### config.mk
export PLATFORM = sky130hd
export DESIGN_NAME = out_rx
export DESIGN_NICKNAME = d
export VERILOG_FILES = /design/src/rtl/out_rx.sv
export SDC_FILE = /design/constraint.sdc
export NUM_CORES = 1
export LEC_CHECK = 0
export ABC_CLOCK_PERIOD_IN_PS = 2600
export CAP_MARGIN = 5
export CORE_UTILIZATION = 50
export DETAILED_ROUTE_END_ITERATION = 8
export GPL_TIMING_DRIVEN = 1
export PLACE_DENSITY = 0.68
export SLEW_MARGIN = 20
export SYNTH_ARGS = -nofsm -noshare
export SYNTH_HDL_FRONTEND = slang
export SYNTH_SLANG_ARGS = --single-unit
### constraint.sdc
create_clock -name clk -period 2.6 [get_ports clk]
set_input_delay 0.39 -clock clk [delete_from_list [all_inputs] [get_ports clk]]
set_output_delay 0.39 -clock clk [all_outputs]
set_load 0.02 [all_outputs]
### src/rtl/out_rx.sv
// out_rx: toggle-handshake byte receiver feeding a small FIFO with a
// valid/ready read port, plus sticky overflow and end-of-transmission flags.
// Optional feature: define OUT_RX_EOT_EN to enable the EOT_BYTE detector on
// the done output. With the macro undefined, done is tied low.
module out_rx #(
    parameter int         DEPTH       = 16,
    parameter int         SYNC_STAGES = 2,
    parameter logic [7:0] EOT_BYTE    = 8'h04
) (
    input  logic                     clk,
    input  logic                     rst_n,
    input  logic [7:0]               in_dat,
    input  logic                     in_ctl,
    output logic                     m_valid,
    input  logic                     m_ready,
    output logic [7:0]               m_data,
    output logic [$clog2(DEPTH):0]   level,
    output logic                     overflow,
    output logic                     done
);

    localparam int             AW      = $clog2(DEPTH);
    localparam logic [AW:0]    FULL_LV = (AW+1)'(DEPTH);
    localparam logic [AW:0]    LV_ONE  = (AW+1)'(1);
    localparam logic [AW-1:0]  PTR_ONE = AW'(1);

    logic [SYNC_STAGES-1:0] sync_q;
    logic                   hist_q;
    logic                   strobe;
    logic [7:0]             mem [DEPTH];
    logic [AW-1:0]          wr_ptr;
    logic [AW-1:0]          rd_ptr;
    logic [AW:0]            cnt;
    logic                   full;
    logic                   pop;
    logic                   push;

    // Synchronize the sender toggle and keep one history flop for edge detect
    always_ff @(posedge clk or negedge rst_n) begin
        if (!rst_n) begin
            sync_q <= '0;
            hist_q <= 1'b0;
        end else begin
            sync_q <= {sync_q[SYNC_STAGES-2:0], in_ctl};
            hist_q <= sync_q[SYNC_STAGES-1];
        end
    end

    // Any level change seen at the synchronizer output is one new byte
    always_comb begin
        strobe = sync_q[SYNC_STAGES-1] ^ hist_q;
        full   = (cnt == FULL_LV);
        pop    = m_valid & m_ready;
        // A full FIFO still accepts the byte when the head leaves on the same edge
        push   = strobe & (~full | pop);
    end

    // FIFO storage holds data only, so it carries no reset
    always_ff @(posedge clk) begin
        if (push) begin
            mem[wr_ptr] <= in_dat;
        end
    end

    // Pointers wrap naturally at DEPTH; occupancy tracks push/pop balance
    always_ff @(posedge clk or negedge rst_n) begin
        if (!rst_n) begin
            wr_ptr <= '0;
            rd_ptr <= '0;
            cnt    <= '0;
        end else begin
            if (push) begin
                wr_ptr <= wr_ptr + PTR_ONE;
            end
            if (pop) begin
                rd_ptr <= rd_ptr + PTR_ONE;
            end
            case ({push, pop})
                2'b10:   cnt <= cnt + LV_ONE;
                2'b01:   cnt <= cnt - LV_ONE;
                default: cnt <= cnt;
            endcase
        end
    end

    // Sticky drop indicator: strobe arrived with no room and no pop to make room
    always_ff @(posedge clk or negedge rst_n) begin
        if (!rst_n) begin
            overflow <= 1'b0;
        end else if (strobe && full && !pop) begin
            overflow <= 1'b1;
        end
    end

`ifdef OUT_RX_EOT_EN
    // Sticky end-of-transmission: set even when the EOT byte itself is dropped
    always_ff @(posedge clk or negedge rst_n) begin
        if (!rst_n) begin
            done <= 1'b0;
        end else if (strobe && (in_dat == EOT_BYTE)) begin
            done <= 1'b1;
        end
    end
`else
    assign done = 1'b0;
`endif

    // Read port is driven purely from registered occupancy and head pointer
    always_comb begin
        level   = cnt;
        m_valid = (cnt != '0);
        m_data  = m_valid ? mem[rd_ptr] : 8'h00;
    end

endmodule
Yosys cells after proc, flatten, opt, wreduce, memory -nomap -nowiden --
Memory sizes are Yosys's and may differ from the RTL's. Index checks and enable logic that the tools add are counted. Widths: inputs -> output; s select.
Storage, ports and cells: memories 1, output and inout bits 16, flip-flop bits (word level) 17, input bits 12, RAM bits 128
Cells by class: bitwise logic cells 5, add/subtract/negate cells 4, reductions and logical operators 5, equality and inequality tests 3, muxes and demuxes 4
Memory list:
- mem | depth 16, bits a word 8, rd ports 1, clocked after memory_dff 0, write ports 1, line 30 | logic [7:0] mem [DEPTH];
Operators with widths (count):
- $pmux 5 s2 | 1
- $add 4x1->4 const B | 2
- $mux 8 | 1
- $add 5x1->5 const B | 1
- $eq 5x5->1 const B | 1
- $reduce_bool 5->1 | 1
- $sub 5x1->5 const B | 1
- $and 1x1->1 | 2
- $eq 2x1->1 const B | 1
- $eq 2x2->1 const B | 1
- $logic_and 1x1->1 | 2
- $mux 1 | 2
- $reduce_bool 2->1 | 1
- $logic_not 1->1 | 1
- $not 1->1 | 1
- $or 1x1->1 | 1
- $xor 1x1->1 | 1

Depth between registers and ports, before layout --
depth after elaboration 6, mapped depth 9, gate-level depth less buffers 9

Least setup slack after synthesis --
Ideal clock, no wire load.
path type reg2reg, start point reg cnt[0], in the netlist level[0], end point reg cnt[4], in the netlist level[4], setup slack 0.209 ns, cell stages (with the launch flop) 9, clock period less this slack 2.391 ns, data arrival time 2.260 ns, cells stage by stage dfrtp_1 > or4_4 > o211ai_4 > o21ai_0 > ha_1 > or3_1 > a21oi_1 > a211o_1 > o211ai_1
Between the ends: longest elaborated chain between the ends 6, elaborated cells between the ends (all ways) 12, classes of those cells add/sub: 2; eq/ne: 3; mux: 1; bitwise: 4; reduce/logical: 2
RTL lines:
- from (decl) | line 33 | logic [AW:0] cnt;
- from (signal assigned) | line 79 | 2'b10: cnt <= cnt + LV_ONE;
- from (signal assigned) | line 80 | 2'b01: cnt <= cnt - LV_ONE;
- from (signal assigned) | line 81 | default: cnt <= cnt;
- $reduce_bool 5->1 or $eq 5x5->1 (tied branches) | line 111, 52
- $and 1x1->1 or $not 1->1 (tied branches) | line 53, 55
- $or 1x1->1 | line 55 | push = strobe & (~full | pop);
- $and 1x1->1 | line 55
- $eq 2x1->1 or $eq 2x2->1 (tied branches) | line 78 | case ({push, pop})
- $pmux 5 s2 or $reduce_bool 2->1 (tied branches)
Parallel ways exist; a longest one is shown, timed or not. A chain may end at the register's enable or synchronous reset.

Worst setup path in the final report --
start point reg rd_ptr[0], end point out m_data[3]
Between the ends: longest elaborated chain between the ends 2
RTL lines:
- from (decl) | line 32 | logic [AW-1:0] rd_ptr;
- from (signal assigned) | line 76 | rd_ptr <= rd_ptr + PTR_ONE;
- $mem_v2 16x8
- $mux 8 | line 112 | m_data = m_valid ? mem[rd_ptr] : 8'h00;
- to (decl) | line 16 | output logic [7:0] m_data,
Every way passes these cells.

==> impl_metrics.yaml <==
timing:
  hold-worst-slack_ns: 0.357
  setup_viol: 0
  max_freq_mhz: 391
  rsz0062_at_grt: "yes"
  period_share_pct: 98.5
  slew_headroom_pct: 47.8
  worst_pin_slew_ns: 0.781
  layout_min_cycle_time_ns: 2.56
  finalClockSkew_ns: 0.00643
  finalHoldViolations: 0
  drv_slew: 0
setup_path:
  cp_slowest_cell: "mux4_2"
  worst-path-max-fanout: 8
  path_cells: "buf_12 > buf_12 > buf_12 > mux4_2 > mux2i_1 > o22ai_1 > buf_4"
  worstPathArrival_ns: 2.17
  critical_path.startpoint: "rd_ptr[0]"
  path_depth: 7
  slowest_delay_ns: 0.51
  end_kind: "output pin"
  worst_path_most_repeated_cell: "buf_12"
  start_kind: "register"
  ff2ff_path_depth: 8
  reg2reg_from: "level[1]"
  path_buf_inv: 4
  crit_end: "m_data[3]"
  worst-endpoint-required_ns: 2.21
  rrSetupSlack_ns: 0.15
  critical_path.top_delay_family: "multiplexers"
  critPathKind: "register to output pin"
  reg2reg_to: "level[4]"
die:
  core_um2: 11500
  die_area_um2: 12300
  rows: 39
  die_h_um: 111
  fp.dieW_um: 111
  ioPinCount: 28
  start_util_pct: 51.7
final_layout:
  fillers: 767
  area_growth_pct: 24.9
  diodes: 0
  final_util_pct: 64.5
  drive_gt1_share_pct: 34.6
  multi_input_area_um2: 1590
  layout.nets: 389
  seqCellArea_um2: 4270
grt:
  grtUsageTotal_pct: 20.5
  grt_first_pass_wirelength_um: 18100
  grt_max_degree: 19
  antenna_found_initial: 0
  grt_pass1_vias: 3189
  grt.overflow.total: 0
drt:
  drt_iter0_drc: 190
  route.detailed.drc: 0
  wl_per_cell_um: 22.0
  first_pass_iters: 4
  num_vias: 3020
  wirelength_um: 11500
  ant_nets: 0
  viasPerCell: 5.75
yosys:
  synth_edf_count: 128
  synthFlopType: "edfxtp_1"
  synth_common_cells: "edfxtp_1 (128), mux4_2 (32), dfrtp_1 (17)"
  synth_seq_cells: 145
  syn_inst: 300
  ys_seq_area_share_pct: 72.1
  synth_top_cell_area_share_pct: 64.9
  syn-num-nets: 319
  yosys_warnings: 0
  synth_area_leader_cell: "edfxtp_1"
  avgSynthCellArea_um2: 19.7
  ys_types: 43
  async_reset_ff_share_pct: 11.7
  synth.area.top_cells: "edfxtp_1 (65%), mux4_2 (12%), dfrtp_1 (7.2%)"
  post-synth-top-count-cell: "edfxtp_1"
  syn_area_um2: 5920
power_and_ir_drop:
  p_seq_share_pct: 34.4
  p_comb_share_pct: 36.1
  p_switching_uw: 2630
  clockPowerShare_pct: 29.5
  p_int_uw: 6200
  powerDensity_nw_per_um2: 1190
  peakVddDrop_uv: 778
  power.share.switching_pct: 29.8
  p_leak_uw: 0.00263
clock_tree:
  clockBufferDepth: 2
  numCtsBuffers: 17
  clk_pin_slew_ns: 0.06
  cts-root-buf: "clkbuf_16"
  ctsHtreeMaxLevel: 4
  cts_tree: "built"
  cts.sinks: 145
  clock_latency_ns: 0.42
placed_design:
  gp_congestion: 0.810
  port_buffers: 26
  dp_hpwl_um: 7230
outcome:
  outcome: "finished, final reports clean"
job:
  maxCapViolCount: 0
min_path:
  hold_class: "register to register"
## layout by cell type (no fill, tap or decap), types with 2 or more instances in the layout
cell type,n
edfxtp_1,128
mux4_2,32
buf_4,32
clkdlybuf4s50_1,18
clkbuf_16,17
dfrtp_1,16
and2_1,12
mux2i_1,11
buf_12,9
xnor2_1,8
o22ai_1,7
ha_1,7
inv_1,6
buf_2,6
nand2_1,5
mux2i_2,5
bufinv_16,5
and4_1,4
a31oi_1,3
nand3_1,3
o21ai_0,2
and3b_1,2
o211ai_1,2
o2111a_1,2
mux2_4,2
nor2_1,2
a21oi_1,2
clkinv_1,2
clkinvlp_4,2
inv_6,2
clkinv_4,2
## registers in the layout, indices dropped and copies added (netlist names)
signal	cells
sync_q	2
level	5
hist_q	1
mem	128
wr_ptr	4
rd_ptr	4
overflow	1
## power by group through the flow
stage | clock [uW] | sequential, uW | combinational (uW)
5_1_grt | 2730 | 3070 | 3400
4_1_cts | 2640 | 3040 | 3120
2_1_floorplan | 0 | 3060 | 1800
6_report | 2600 | 3030 | 3190
3_5_place_dp | 0 | 3080 | 2930
3_3_place_gp | 0 | 3060 | 2890
## cells by family after synthesis
logic type | count (synthesis) | share of synthesized area, %
AO/OA/AOI/OAI | 27 | 3.87
XOR/XNOR | 9 | 1.33
adder cells (fa/ha/maj) | 7 | 1.48
buffers and inverters | 23 | 1.71
flip-flops | 145 | 72.1
multiplexers | 51 | 15.6
other | 1 | 0.0633
AND/OR/NAND/NOR | 37 | 3.93
## metrics by stage
| step | setup slack (ns) | power [uW] | TNS (ns) | instance area (um^2) | instances |
|---|---|---|---|---|---|
| final | 0.0399 | 8830 | 0 | 7400 | 525 |
| after global placement | 0.0674 | 5950 | 0 | 6600 | 484 |
| after floorplan | 0.209 | 4860 | 0 | 5920 | 300 |
| after CTS | 0.0217 | 8800 | 0 | 7350 | 522 |
| after detailed placement | 0.0490 | 6000 | 0 | 6600 | 484 |
| after global routing | -0.0236 | 9210 | -0.0360 | 7400 | 525 |
## worst min path at each step
stage               from        end  cells after the start
4_1_cts        sync_q[0]  sync_q[1]                      0
2_1_floorplan      rst_n     hist_q                      0
5_1_grt        sync_q[0]  sync_q[1]                      0
3_3_place_gp   sync_q[0]  sync_q[1]                      0
3_5_place_dp   sync_q[0]  sync_q[1]                      0
6_report       sync_q[0]  sync_q[1]                      0
## layer usage
metal  GRT usage, %  wire, um  up-vias
met2           32.0      5580       83
met4           7.82       195        0
li1               -         -     1359
met5              0         0        -
met3           5.08       563       17
met1           28.1      5210     1561
## layout make-up
cell class	count	area share (%)
clock buffer	17	5.75
tap	143	2.42
sequential	145	57.7
multi-input combinational	132	21.5
timing repair buffer	68	9.48
inverter	6	0.304
clock inverter	14	2.87
## timing repair
action	in CTS	in global routing
buffers inserted	5	3
pin swaps	0	1
cloned	2	0
endpoints found under the hold margin	0	0
hold buffers	0	0
setup endpoints to repair	8	2
gates resized for setup	41	4
Note: power is estimated with default switching activity, not from simulation.
